===== src/rtl/mcif_rd_unpack.sv =====
// mcif_rd_unpack
// Width-down converter that sits after the MCIF read-data alignment stage.
// Takes full-width read beats and emits them as DOUT_W words, least-significant
// lane first. A per-transfer command gives the exact number of words to emit.
// Lanes of the final beat beyond that count are dropped, and the last word
// is flagged.
//
// Ports:
//   clk, rst_n                        clock, async active-low reset
//   cmd_vld/cmd_rdy, cmd_len          transfer command (word count)
//   data_in_vld/data_in_rdy, data_in  full-width input beats
//   data_out_vld/data_out_rdy         narrow output words
//   data_out, data_out_last           word payload and end-of-transfer flag
//   busy                              transfer in progress
//
// DIN_W/DOUT_W must be a power of two and at least 2.
//
// state | meaning
// IDLE  | waiting for a command, cmd_rdy high
// LOAD  | waiting for the next input beat, no output
// SEND  | presenting lane sub of the held beat

`ifndef AXI_DATA_WIDTH
`define AXI_DATA_WIDTH 256
`endif

module mcif_rd_unpack #(
  parameter int DIN_W  = `AXI_DATA_WIDTH,
  parameter int DOUT_W = 64,
  parameter int LEN_W  = 16
) (
  input  logic              clk,
  input  logic              rst_n,
  input  logic              cmd_vld,
  input  logic [LEN_W-1:0]  cmd_len,
  output logic              cmd_rdy,
  input  logic              data_in_vld,
  input  logic [DIN_W-1:0]  data_in,
  output logic              data_in_rdy,
  output logic              data_out_vld,
  output logic [DOUT_W-1:0] data_out,
  output logic              data_out_last,
  input  logic              data_out_rdy,
  output logic              busy
);

  localparam int R     = DIN_W / DOUT_W;
  localparam int SUB_W = $clog2(R);
  localparam logic [SUB_W-1:0] SUB_LAST = SUB_W'(R - 1);
  localparam logic [LEN_W-1:0] LEN_ONE  = LEN_W'(1);

  typedef enum logic [1:0] {
    IDLE,
    LOAD,
    SEND
  } state_t;

  state_t            state;
  logic [DIN_W-1:0]  hold;
  logic [SUB_W-1:0]  sub;
  logic [LEN_W-1:0]  rem;

  logic [DOUT_W-1:0] lane [R];
  logic              is_last;
  logic              reload;

  for (genvar g = 0; g < R; g++) begin : g_lane
    assign lane[g] = hold[g*DOUT_W +: DOUT_W];
  end

  assign is_last = (rem == LEN_ONE);
  // On the top lane with more words still owed, the next beat can be taken
  // in the same cycle the current word leaves, so beat boundaries cost no bubble.
  assign reload  = (state == SEND) && (sub == SUB_LAST) && (rem > LEN_ONE);

  assign cmd_rdy       = (state == IDLE);
  assign busy          = (state != IDLE);
  assign data_out_vld  = (state == SEND);
  assign data_out_last = (state == SEND) && is_last;
  assign data_out      = lane[sub];
  assign data_in_rdy   = (state == LOAD) || (reload && data_out_rdy);

  always_ff @(posedge clk or negedge rst_n) begin
    if (!rst_n) begin
      state <= IDLE;
      hold  <= '0;
      sub   <= '0;
      rem   <= '0;
    end else begin
      case (state)
        IDLE: begin
          // A zero-length command is accepted and retired with no effect.
          if (cmd_vld && (cmd_len != '0)) begin
            rem   <= cmd_len;
            state <= LOAD;
          end
        end
        LOAD: begin
          if (data_in_vld) begin
            hold  <= data_in;
            sub   <= '0;
            state <= SEND;
          end
        end
        SEND: begin
          if (data_out_rdy) begin
            rem <= rem - LEN_ONE;
            if (is_last) begin
              state <= IDLE;
            end else if (sub == SUB_LAST) begin
              if (data_in_vld) begin
                hold <= data_in;
                sub  <= '0;
              end else begin
                state <= LOAD;
              end
            end else begin
              sub <= sub + SUB_W'(1);
            end
          end
        end
        default: state <= IDLE;
      endcase
    end
  end

endmodule

===== config.mk =====
export PLATFORM = sky130hd
export DESIGN_NAME = mcif_rd_unpack
export DESIGN_NICKNAME = d
export VERILOG_FILES = /design/src/rtl/mcif_rd_unpack.sv
export SDC_FILE = /design/constraint.sdc
export NUM_CORES = 1
export LEC_CHECK = 0
export CELL_PAD_IN_SITES_DETAIL_PLACEMENT = 1
export CELL_PAD_IN_SITES_GLOBAL_PLACEMENT = 2
export CORE_UTILIZATION = 36
export CTS_CLUSTER_DIAMETER = 100
export DETAILED_ROUTE_END_ITERATION = 8
export PLACE_DENSITY_LB_ADDON = 0.1
export SETUP_SLACK_MARGIN = 0.05
export SLEW_MARGIN = 20
export SYNTH_ARGS = -nofsm -noshare
export SYNTH_HDL_FRONTEND = slang
export SYNTH_SLANG_ARGS = --single-unit

===== constraint.sdc =====
create_clock -name clk -period 3.7 [get_ports clk]
set_clock_uncertainty 0.1 [all_clocks]
set_input_delay 0.74 -clock clk [delete_from_list [all_inputs] [get_ports clk]]
set_output_delay 0.74 -clock clk [all_outputs]
set_load 0.005 [all_outputs]

==> results.json, run 1 <==
{
  "leakagePower_nw": 7.177,
  "grt_use_total": 0.1918,
  "clkTransAtPathRegs_ns": 0.05,
  "period_share": 0.9045,
  "ys_types": 56,
  "portBuffers": 345,
  "ys_seq_area_frac": 0.5500,
  "required_ns": 2.86,
  "worstMarginPinSlew_ns": 0.7564,
  "antenna_cells": 0,
  "cp.arrival_ns": 2.51,
  "areaGrowthSynthToFinish_pct": 40.28,
  "holdWs_ns": 0.09391,
  "fmaxAchievable_mhz": 298.8,
  "slew_headroom": 0.4904,
  "postCtsHoldBufs": 0,
  "grt_pass1_wl_um": 52880,
  "post-route-min-period_ns": 3.347,
  "setup_tns_ns": 0,
  "cts_buffers": 34,
  "hp-class": "primary input to asynchronous set/reset pin",
  "rows": 68,
  "wl_per_cell_um": 20.80,
  "start_util": 0.3645,
  "cp_cell_sequence": "buf_12 -> mux4_2 -> clkdlybuf4s50_1",
  "setup_viol": 0,
  "cts_tree": "built",
  "cpPeakStageDelay_ns": 0.68,
  "layout-drive-gt1-share": 0.1472,
  "r2r-end": "hold[242]",
  "syn_area_mm2": 0.01256,
  "syn_nets": 1054,
  "fill_cells": 3354,
  "die_width_um": 188.8,
  "gp_congestion": 0.7615,
  "antenna_found_initial": 1,
  "drt-total-wl_um": 33500,
  "layout_commonest_cell": "clkdlybuf4s50_1",
  "h-tree-depth": 2,
  "rr_worst_depth": 7,
  "cap_violations": 0,
  "dr.first_iter.drc_count": 239,
  "r2r_start": "sub[0]",
  "ys_ff_latch": 276,
  "grt_setup_unrepaired": "no",
  "ir_drop_mv": 0.3921,
  "clock-sinks": 276,
  "postCtsSetupBuffers": 0,
  "drc_errors": 0,
  "synthArstFlopShare": 1.000,
  "die_h_um": 188.8,
  "hold_viol": 0,
  "cts-resized-gates": 0,
  "crit_type": "register to output pin",
  "ys.flop_type": "dfrtp_1",
  "final_cell_mix": "clkdlybuf4s50_1 (344), dfrtp_1 (274), mux2_1 (240)",
  "layout.nets": 1411,
  "status": "completed",
  "synthCells": 774,
  "yosysWarningCount": 0,
  "synth_edf_count": 0,
  "cp_slowest_cell": "dfrtp_4",
  "dpl.hpwl_um": 23710,
  "core_mm2": 0.03446,
  "powerDensity_mw_per_mm2": 860.5,
  "grt_overflow_total": 0,
  "worstPathMaxFanout": 19,
  "viasPerCell": 5.037,
  "synth.avg_cell_area_um2": 16.23,
  "die-area_mm2": 0.03563,
  "startpoint_type": "register",
  "grt_pass1_vias": 8935,
  "cts-root-buf": "clkbuf_16",
  "final_max_slew_viol_count": 0,
  "clock_latency_ns": 0.50,
  "grt_start_max_net_pins": 75,
  "r2r_slack_ns": 0.94,
  "detail-route-antenna-nets": 0,
  "end_kind": "output pin",
  "firstDrtPassIters": 5,
  "pin_count": 346,
  "vias": 8109,
  "clock_path_buffers": 3
}
==> area by class of cell <==
cell class              instances  area (µm²)  share of cell area
clock inverters                10       130.1            0.007386
clock buffers                  50        1045             0.05930
multi-input cells             442        5190              0.2946
flip-flops and latches        276        6914              0.3925
inverters                       8       30.03            0.001705
repair buffers                369        3739              0.2122
well taps                     455       569.3             0.03232
==> worst max-delay path by stage <==
stage                      start           end  slack (ns)  cells past startpoint
CTS                       sub[0]   data_out[1]        0.26                      3
global route              sub[0]  data_out[54]        0.20                      3
floorplan                 sub[0]  data_out[25]        1.18                      3
detailed placement  data_out_rdy   data_in_rdy        0.50                      4
global placement    data_out_rdy   data_in_rdy        0.51                      4
finish                    sub[0]   data_out[1]        0.35                      3
==> state kept, by name, indices dropped and copies added (netlist names) <==
| signal | count |
|---|---|
| state | 2 |
| rem | 16 |
| hold | 256 |
| sub | 2 |
==> cell usage after synthesis, types with 2 or more instances <==
| library cell | number | area [µm²] |
|---|---|---|
| mux2_2 | 16 | 180.2 |
| o21ai_0 | 6 | 30.03 |
| o22ai_1 | 2 | 12.51 |
| and4_1 | 2 | 17.52 |
| ha_1 | 3 | 37.54 |
| or4_1 | 3 | 22.52 |
| a21oi_1 | 11 | 55.05 |
| nand2_1 | 12 | 45.04 |
| a32o_1 | 4 | 40.04 |
| o41ai_1 | 3 | 26.28 |
| buf_2 | 5 | 25.02 |
| inv_1 | 7 | 26.28 |
| nor3_2 | 3 | 30.03 |
| a211oi_1 | 2 | 15.01 |
| mux4_2 | 64 | 1441 |
| nand2b_1 | 2 | 12.51 |
| buf_6 | 16 | 180.2 |
| nand3_1 | 5 | 25.02 |
| nor2_1 | 10 | 37.54 |
| buf_1 | 4 | 15.01 |
| and4b_1 | 2 | 20.02 |
| dfrtp_1 | 276 | 6907 |
| a22o_1 | 2 | 17.52 |
| o31ai_1 | 6 | 45.04 |
| and3_1 | 2 | 12.51 |
| clkbuf_1 | 11 | 41.29 |
| buf_8 | 11 | 165.2 |
| nor3_1 | 6 | 30.03 |
| nor4_4 | 2 | 42.54 |
| mux2_1 | 240 | 2703 |
| nor4_1 | 8 | 50.05 |
| a31oi_1 | 2 | 12.51 |
| a32oi_1 | 2 | 17.52 |
| a211o_1 | 2 | 17.52 |
==> metal layers <==
layer  wire length, µm  part of all wire  GRT usage  up-vias
met1             14500              0.43     0.2535     4197
met3              2298             0.069    0.05495       32
met4               405             0.012    0.03784        2
li1                  -                 -          -     3650
met2             16280              0.49     0.3142      228
met5                13           0.00039          0        -
==> report_power, final <==
group / switching [mW] / internal (mW)
sequential: 0.979 / 4.59
clock: 1.28 / 2.16
combinational: 2.19 / 3.96
==> per-stage QoR <==
step | area, µm² | util | setup WS [ns] | cells | power (mW)
6_report | 17620 | 0.5113 | 0.3535 | 1610 | 15.16
5_1_grt | 17620 | 0.5113 | 0.1951 | 1610 | 16.15
4_1_cts | 17620 | 0.5113 | 0.2644 | 1610 | 15.45
3_5_place_dp | 16440 | 0.4772 | 0.5003 | 1550 | 11.88
3_3_place_gp | 16440 | 0.4772 | 0.5060 | 1550 | 11.72
2_1_floorplan | 12560 | - | 1.177 | 774 | 9.034
==> worst max-delay path, delay by kind of cell (launching register included) <==
| family | cells | cell delay [ns] |
|---|---|---|
| multiplexers | 1 | 0.52 |
| flip-flops | 1 | 0.68 |
| buffers and inverters | 2 | 0.80 |
==> cells by family (layout without fill, tap and decap cells) <==
logic type | after synthesis | in the layout | share of synthesized area
adders and majority gates | 3 | 3 | 0.002989
buffers and inverters | 56 | 437 | 0.03676
muxes | 321 | 321 | 0.3451
AOI/OAI and AO/OA | 51 | 51 | 0.03019
and+or+nand+nor | 67 | 67 | 0.03497
DFF | 276 | 276 | 0.5500
No activity file was read; power rests on OpenSTA's default activity.
==> run 2, diff against run 1 <==
--- a/config.mk
+++ b/config.mk
@@ -11,7 +11,6 @@
 export CTS_CLUSTER_DIAMETER = 100
 export DETAILED_ROUTE_END_ITERATION = 8
 export PLACE_DENSITY_LB_ADDON = 0.1
-export SETUP_SLACK_MARGIN = 0.05
 export SLEW_MARGIN = 20
 export SYNTH_ARGS = -nofsm -noshare
 export SYNTH_HDL_FRONTEND = slang
==> results of run 2 <==
The final DEF is identical to that of run 1; final timing and power are the same.
